==> config.mk <==
export PLATFORM = sky130hd
export DESIGN_NAME = sqrt_result_reorder
export DESIGN_NICKNAME = d
export VERILOG_FILES = /design/src/rtl/sqrt_result_reorder.sv
export SDC_FILE = /design/constraint.sdc
export NUM_CORES = 1
export LEC_CHECK = 0
export BUFFER_PORTS_ARGS = -buffer_cell sky130_fd_sc_hd__buf_2
export CORE_MARGIN = 2
export CORE_UTILIZATION = 30
export CTS_BUF_LIST = sky130_fd_sc_hd__clkbuf_16
export DETAILED_ROUTE_END_ITERATION = 10
export PLACE_DENSITY = 0.56
export SKIP_CTS_REPAIR_TIMING = 1
export SLEW_MARGIN = 5
export SYNTH_ARGS = -nofsm -noshare
export SYNTH_HDL_FRONTEND = slang
export SYNTH_SLANG_ARGS = --single-unit
==> constraint.sdc <==
create_clock -name clk -period 16.9 [get_ports clk]
set_input_delay 3.38 -clock clk [delete_from_list [all_inputs] [get_ports clk]]
set_output_delay 3.38 -clock clk [all_outputs]
set_load 0.05 [all_outputs]
==> src/rtl/sqrt_result_reorder.sv <==
// In-order result collector for the sqrt formula distributor: grants tags, buffers
// out-of-order worker results and releases them in allocation order on valid/ready.
module sqrt_result_reorder #(
  parameter int N_TAGS = 8,
  parameter int W = 32,
  localparam int TW = $clog2(N_TAGS),
  localparam int CW = $clog2(N_TAGS + 1)
) (
  input  logic          clk,
  input  logic          rst,
  input  logic          alloc_req,
  output logic          alloc_rdy,
  output logic [TW-1:0] alloc_tag,
  input  logic          cmp_vld,
  input  logic [TW-1:0] cmp_tag,
  input  logic [W-1:0]  cmp_data,
  output logic          res_vld,
  output logic [W-1:0]  res,
  input  logic          res_rdy,
  output logic [CW-1:0] count,
  output logic          err
);

  logic [TW-1:0]     wr_ptr;
  logic [TW-1:0]     rd_ptr;
  logic [CW-1:0]     count_q;
  logic [CW-1:0]     count_nxt;
  logic [N_TAGS-1:0] alloc_q;
  logic [N_TAGS-1:0] done_q;
  logic [W-1:0]      data_q [N_TAGS];
  logic              err_q;

  logic alloc_fire;
  logic retire_fire;
  logic cmp_ok;

  assign alloc_rdy   = (count_q != CW'(N_TAGS));
  assign alloc_tag   = wr_ptr;
  assign alloc_fire  = alloc_req && alloc_rdy;
  assign res_vld     = alloc_q[rd_ptr] && done_q[rd_ptr];
  assign res         = data_q[rd_ptr];
  assign retire_fire = res_vld && res_rdy;
  // A slot being allocated this cycle still reads alloc=0, and a slot being
  // retired reads done=1, so both same-cycle collisions fall out as errors here.
  assign cmp_ok      = cmp_vld && alloc_q[cmp_tag] && !done_q[cmp_tag];
  assign count       = count_q;
  assign err         = err_q;

  // NOTE: every variable assigned in always_comb gets a default first so no latch is inferred.
  always_comb begin
    count_nxt = count_q;
    if (alloc_fire && !retire_fire) begin
      count_nxt = count_q + CW'(1);
    end else if (!alloc_fire && retire_fire) begin
      count_nxt = count_q - CW'(1);
    end
  end

  // NOTE: state registers use non-blocking assignments so every read sees pre-edge values.
  always_ff @(posedge clk) begin
    if (!rst) begin
      wr_ptr  <= '0;
      rd_ptr  <= '0;
      count_q <= '0;
      alloc_q <= '0;
      done_q  <= '0;
      err_q   <= 1'b0;
    end else begin
      count_q <= count_nxt;
      if (alloc_fire) begin
        alloc_q[wr_ptr] <= 1'b1;
        done_q[wr_ptr]  <= 1'b0;
        wr_ptr          <= wr_ptr + TW'(1);
      end
      if (cmp_ok) begin
        done_q[cmp_tag] <= 1'b1;
      end else if (cmp_vld) begin
        err_q <= 1'b1;
      end
      if (retire_fire) begin
        alloc_q[rd_ptr] <= 1'b0;
        done_q[rd_ptr]  <= 1'b0;
        rd_ptr          <= rd_ptr + TW'(1);
      end
    end
  end

  // NOTE: the data array has no reset; validity is carried entirely by alloc/done bits.
  always_ff @(posedge clk) begin
    if (cmp_ok) begin
      data_q[cmp_tag] <= cmp_data;
    end
  end

endmodule
# Yosys cells after proc, flatten, opt, wreduce, memory -nomap -nowiden

Memory sizes are Yosys's and may differ from the RTL's. A register that Yosys moved wholly into a read port is not among the register bits.
Index checks and enable logic that the tools add are counted.
W data, S select, Z words.

Bitwise operators: 8
Multiplexer cells: 28
Magnitude comparators: 6
Equal/unequal tests: 1
Add/sub/neg operators: 4
Reductions and logical operators: 15

Operator list:

| operator              | count |
|---|---|
| $mux W8               | 8 |
| $and A8 B8 Y8         | 3 |
| $not A8 Y8            | 2 |
| $or A8 B8 Y8          | 2 |
| $bmux W1 S3           | 4 |
| $lt A3 B4 Y1 const B  | 3 |
| $logic_and A1 B1 Y1   | 10 |
| $demux W1 S3          | 3 |
| $ge A3 B1 Y1 const B  | 3 |
| $mux W1               | 9 |
| $mux W4               | 2 |
| $add A3 B1 Y3 const B | 2 |
| $mux W3               | 2 |
| $add A4 B1 Y4 const B | 1 |
| $ne A4 B4 Y1 const B  | 1 |
| $sub A4 B1 Y4 const B | 1 |
| $logic_not A1 Y1      | 3 |
| $reduce_and A2 Y1     | 1 |
| $reduce_bool A2 Y1    | 1 |
| $not A1 Y1            | 1 |

Register bits after elaboration: 27
RAM bits: 256
Input port bits: 40
Logic and storage cells: 69
Memories: 1
Output and inout bits: 42

Memory list:

| name   | depth | bits a word | read ports | clocked after memory_dff | write ports | RTL line | source |
|---|---|---|---|---|---|---|---|
| data_q | 8     | 32          | 1          | 1                        | 1           | 30       | `logic [W-1:0] data_q [N_TAGS];` |

# Longest topological paths before layout

Word-level depth: 13
Depth in mapped cells: 14
Gate-level depth less buffers: 12

# Worst setup path before layout

No wires, ideal clock.

Path kind: input to register
Start point: in cmp_tag[2]
End point: mem data_q[2][0], enable pin
Setup slack: 7.112 ns
Library setup time: 0.600 ns
Cell stages on the path: 4
Required time: 16.300 ns
Arrival time: 9.187 ns
Buffers on the path: 1
Path through: clkbuf_1 nand2b_1 o2111ai_1 a2111oi_0

Cells in the longest elaborated chain, start to end: 6
Elaborated cells between the ends (all ways): 9
Classes of those cells: mux: 6; reduce/logical: 3

Ends and longest elaborated chain:

| element                                                        | RTL line | source |
|---|---|---|
| start: declaration                                             | 15       | `input logic [TW-1:0] cmp_tag,` |
| $bmux W1 S3                                                    | 45       | `assign cmp_ok = cmp_vld && alloc_q[cmp_tag] && !done_q[cmp_tag];` |
| $mux W1 (implied by the code)                                  | 45       |  |
| $logic_and A1 B1 Y1 / $logic_not A1 Y1 (equally long branches) | 45       |  |
| $logic_and A1 B1 Y1                                            | 45       |  |
| $mux W1                                                        | 90       | `if (cmp_ok) begin` |
| $mux W1 (implied by the code)                                  | 91       | `data_q[cmp_tag] <= cmp_data;` |
| end: declaration                                               | 30       |  |

Parallel ways exist; a longest one is shown, timed or not. The select of a mux whose other input is x is not followed.

==> flow_summary_export.csv <==
group,metric,value,unit
run_status,run_status,"finished, final reports clean",
cells_and_area,final_cell_mix,"edfxtp_1 (256), buf_2 (81), mux4_2 (66), mux2_2 (34), clkbuf_16 (31)",
pwr,vdd_ir_drop_max,0.0000744,V
die,rows,71,
logic_synthesis,synth_compound_gate_area_share,0.0329,
logic_synthesis,synth_top_family_by_area,"multiplexers",
sta,period_share,0.385,
die,initial_core_util,0.302,
sta,finalSetupViolations,0,
global_routing,antenna_found_initial,2,
cts,clk_path_buf_depth,3,
cts,cts_buffers,31,
routing,wl,23500,um
cts,htreeDepth,1,
setup_path,critPathMaxFanout,44,
logic_synthesis,synth.area.mux_share,0.176,
cts,path_clk_slew,0.06,ns
global_routing,grt_usage,0.122,
cts,cts_tree,"yes",
sta,maxSlewHeadroom,0.125,
cts,cts_root_buf,"clkbuf_16",
routing,ant_nets,0,
die,die_area,0.0392,sq mm
logic_synthesis,syn-num-nets,611,
setup_path,required,13.52,ns
sta,rsz0062_at_grt,"false",
cts,cts_num_sinks,286,
logic_synthesis,synthArstFlopShare,0,
placement,post-place-ws,10.44,ns
logic_synthesis,synth_fa_ha_area_frac,0.00731,
setup_path,path_class,"flop to output port",
logic_synthesis,ys_seq_area_frac,0.734,
logic_synthesis,synth-simple-area-share,0.0304,
cells_and_area,n_fill_cell,3512,
routing,wl_per_cell,19.7,um
logic_synthesis,synth_xor_area_frac,0.00388,
logic_synthesis,synthDistinctLibCells,46,
sta,fin_setup_tns,0,ns
placement,numPortBuffers,81,
cells_and_area,layout_commonest_cell,"edfxtp_1",
die,core-area,0.0374,sq mm
pwr,pwr_density_cell,112,mW/mm^2
setup_path,critical_path.startpoint_type,"flop",
global_routing,grt_pass1_vias,5959,
routing,drt_iter0_drc,259,
logic_synthesis,yosysTopAreaCellShare,0.681,
global_routing,grt_max_degree,65,
pwr,power.leakage,4.26,nW
sta,tightest_slew,1.31,ns
global_routing,grt_pass1_wl,36200,um
logic_synthesis,syn_inst,565,
die,chipWidth,198,um
routing,dr.pass1.iters,4,
sta,finClkSkew,0.00773,ns
die,die_h,198,um
cells_and_area,drive_gt1_frac,0.360,
flow_run,maxCapViolations,0,
cells_and_area,fin_nets,705,
cts,insertion_delay,0.53,ns
placement,place_congestion,0.767,
global_routing,grt.overflow.total,0,
logic_synthesis,synthFlopType,"edfxtp_1",
sta,drv_slew,0,
setup_path,cp-end-kind,"output port",
sta,fin_ws,10.39,ns
logic_synthesis,syn_area,0.0113,sq mm
min_path,min_path_type,"flop to flop",
logic_synthesis,ys_ff_latch,286,
sta,period_needed,6.51,ns
die,pin_count,82,
logic_synthesis,syn_avg_cell_area,20.0,sq um
routing,drc_errors,0,
routing,vias_per_cell,4.61,
logic_synthesis,yosys_warnings,0,
logic_synthesis,synth_edf_count,256,
setup_path,arrival,3.13,ns
routing,num_vias,5511,
logic_synthesis,synth_top_area_cell,"edfxtp_1",
logic_synthesis,ys_top_cells_by_area,"edfxtp_1 (68%), mux4_2 (13%), dfxtp_1 (5.3%), mux2_2 (3.4%), mux2i_1 (1.1%)",
cells_and_area,areaGrowthSynthToFinish,17.7,%
sta,fmax,154,MHz
sta,hold_viol,0,
placement,dp_hpwl,13500,um
==> layer usage <==
metal	up-vias	track usage	part of all wire
li1	2514	-	-
met1	2850	0.158	0.44
met2	110	0.214	0.50
met3	35	0.0238	0.044
met4	2	0.0276	0.017
met5	-	0	0.00055
==> through the flow <==
stage / power (mW) / instances / hold WS, ns / cell area (sq um) / utilization
after CTS: 1.50 / 1194 / 0.478 / 13300 / 0.355
after global routing: 1.54 / 1194 / 0.508 / 13300 / 0.355
final: 1.48 / 1195 / 0.471 / 13300 / 0.355
after global placement: 0.865 / 1137 / 0.457 / 12300 / 0.329
after floorplan: 0.841 / 565 / 0.435 / 11300 / -
after detailed placement: 0.866 / 1137 / 0.464 / 12300 / 0.329
==> flip-flops by register name, summed over array words and instances (netlist names), named ones only <==
signal	cells
alloc_q	8
alloc_tag	3
count	4
data_q	256
done_q	8
err	1
rd_ptr	3
==> synthesized netlist by cell type, types with 5 or more instances <==
library cell and n:
edfxtp_1 256, mux4_2 66, mux2_2 34, dfxtp_1 30, clkbuf_1 18, nor2_1 18
a21oi_1 16, mux2i_1 12, nand2_1 12, inv_1 9, nand2b_1 9, o21ai_0 9
o311a_1 8, buf_2 6, a21o_1 5, ha_1 5
==> path summary, 6_finish.rpt <==
| path | to | slack [ns] | cells past startpoint | start |
|---|---|---|---|---|
| max | res[31] | 10.39 | 4 | flop |
| min | err$_SDFFE_PN0P_ | 0.47 | 2 | err$_SDFFE_PN0P_ |
| max reg2reg | count[3]$_SDFFE_PN0P_ | 13.29 | 12 | rd_ptr[1]$_SDFFE_PN0N_ |
| min reg2reg | err$_SDFFE_PN0P_ | 0.47 | 2 | err$_SDFFE_PN0P_ |
==> cells by family after synthesis <==
group | after synthesis
adder cells (fa/ha/maj) | 6
AO/OA/AOI/OAI | 52
XOR/XNOR | 5
AND/OR/NAND/NOR | 65
buffers and inverters | 39
multiplexers | 112
flip-flops | 286
==> layout make-up <==
| cell class | instances | area (sq um) | share of cell area |
|---|---|---|---|
| Tap cell | 511 | 639 | 0.0481 |
| Clock buffer | 31 | 776 | 0.0583 |
| Antenna cell | 1 | 2.50 | 0.000188 |
| Multi-Input combinational cell | 240 | 2880 | 0.216 |
| Clock inverter | 26 | 194 | 0.0146 |
| Timing Repair Buffer | 90 | 473 | 0.0356 |
| Sequential cell | 286 | 8300 | 0.624 |
| Inverter | 10 | 37.5 | 0.00282 |
==> power by group <==
group | internal, mW | switching (mW)
Sequential | 0.776 | 0.00680
Combinational | 0.0219 | 0.0457
Clock | 0.376 | 0.257
==> critical path, cell delays in order, from the launching register on <==
cell and delay (ns):
dfxtp_4 0.62, buf_4 0.80, mux4_2 0.61, mux2_2 0.30, buf_2 0.22
Note: power is estimated with default switching activity, not from simulation.
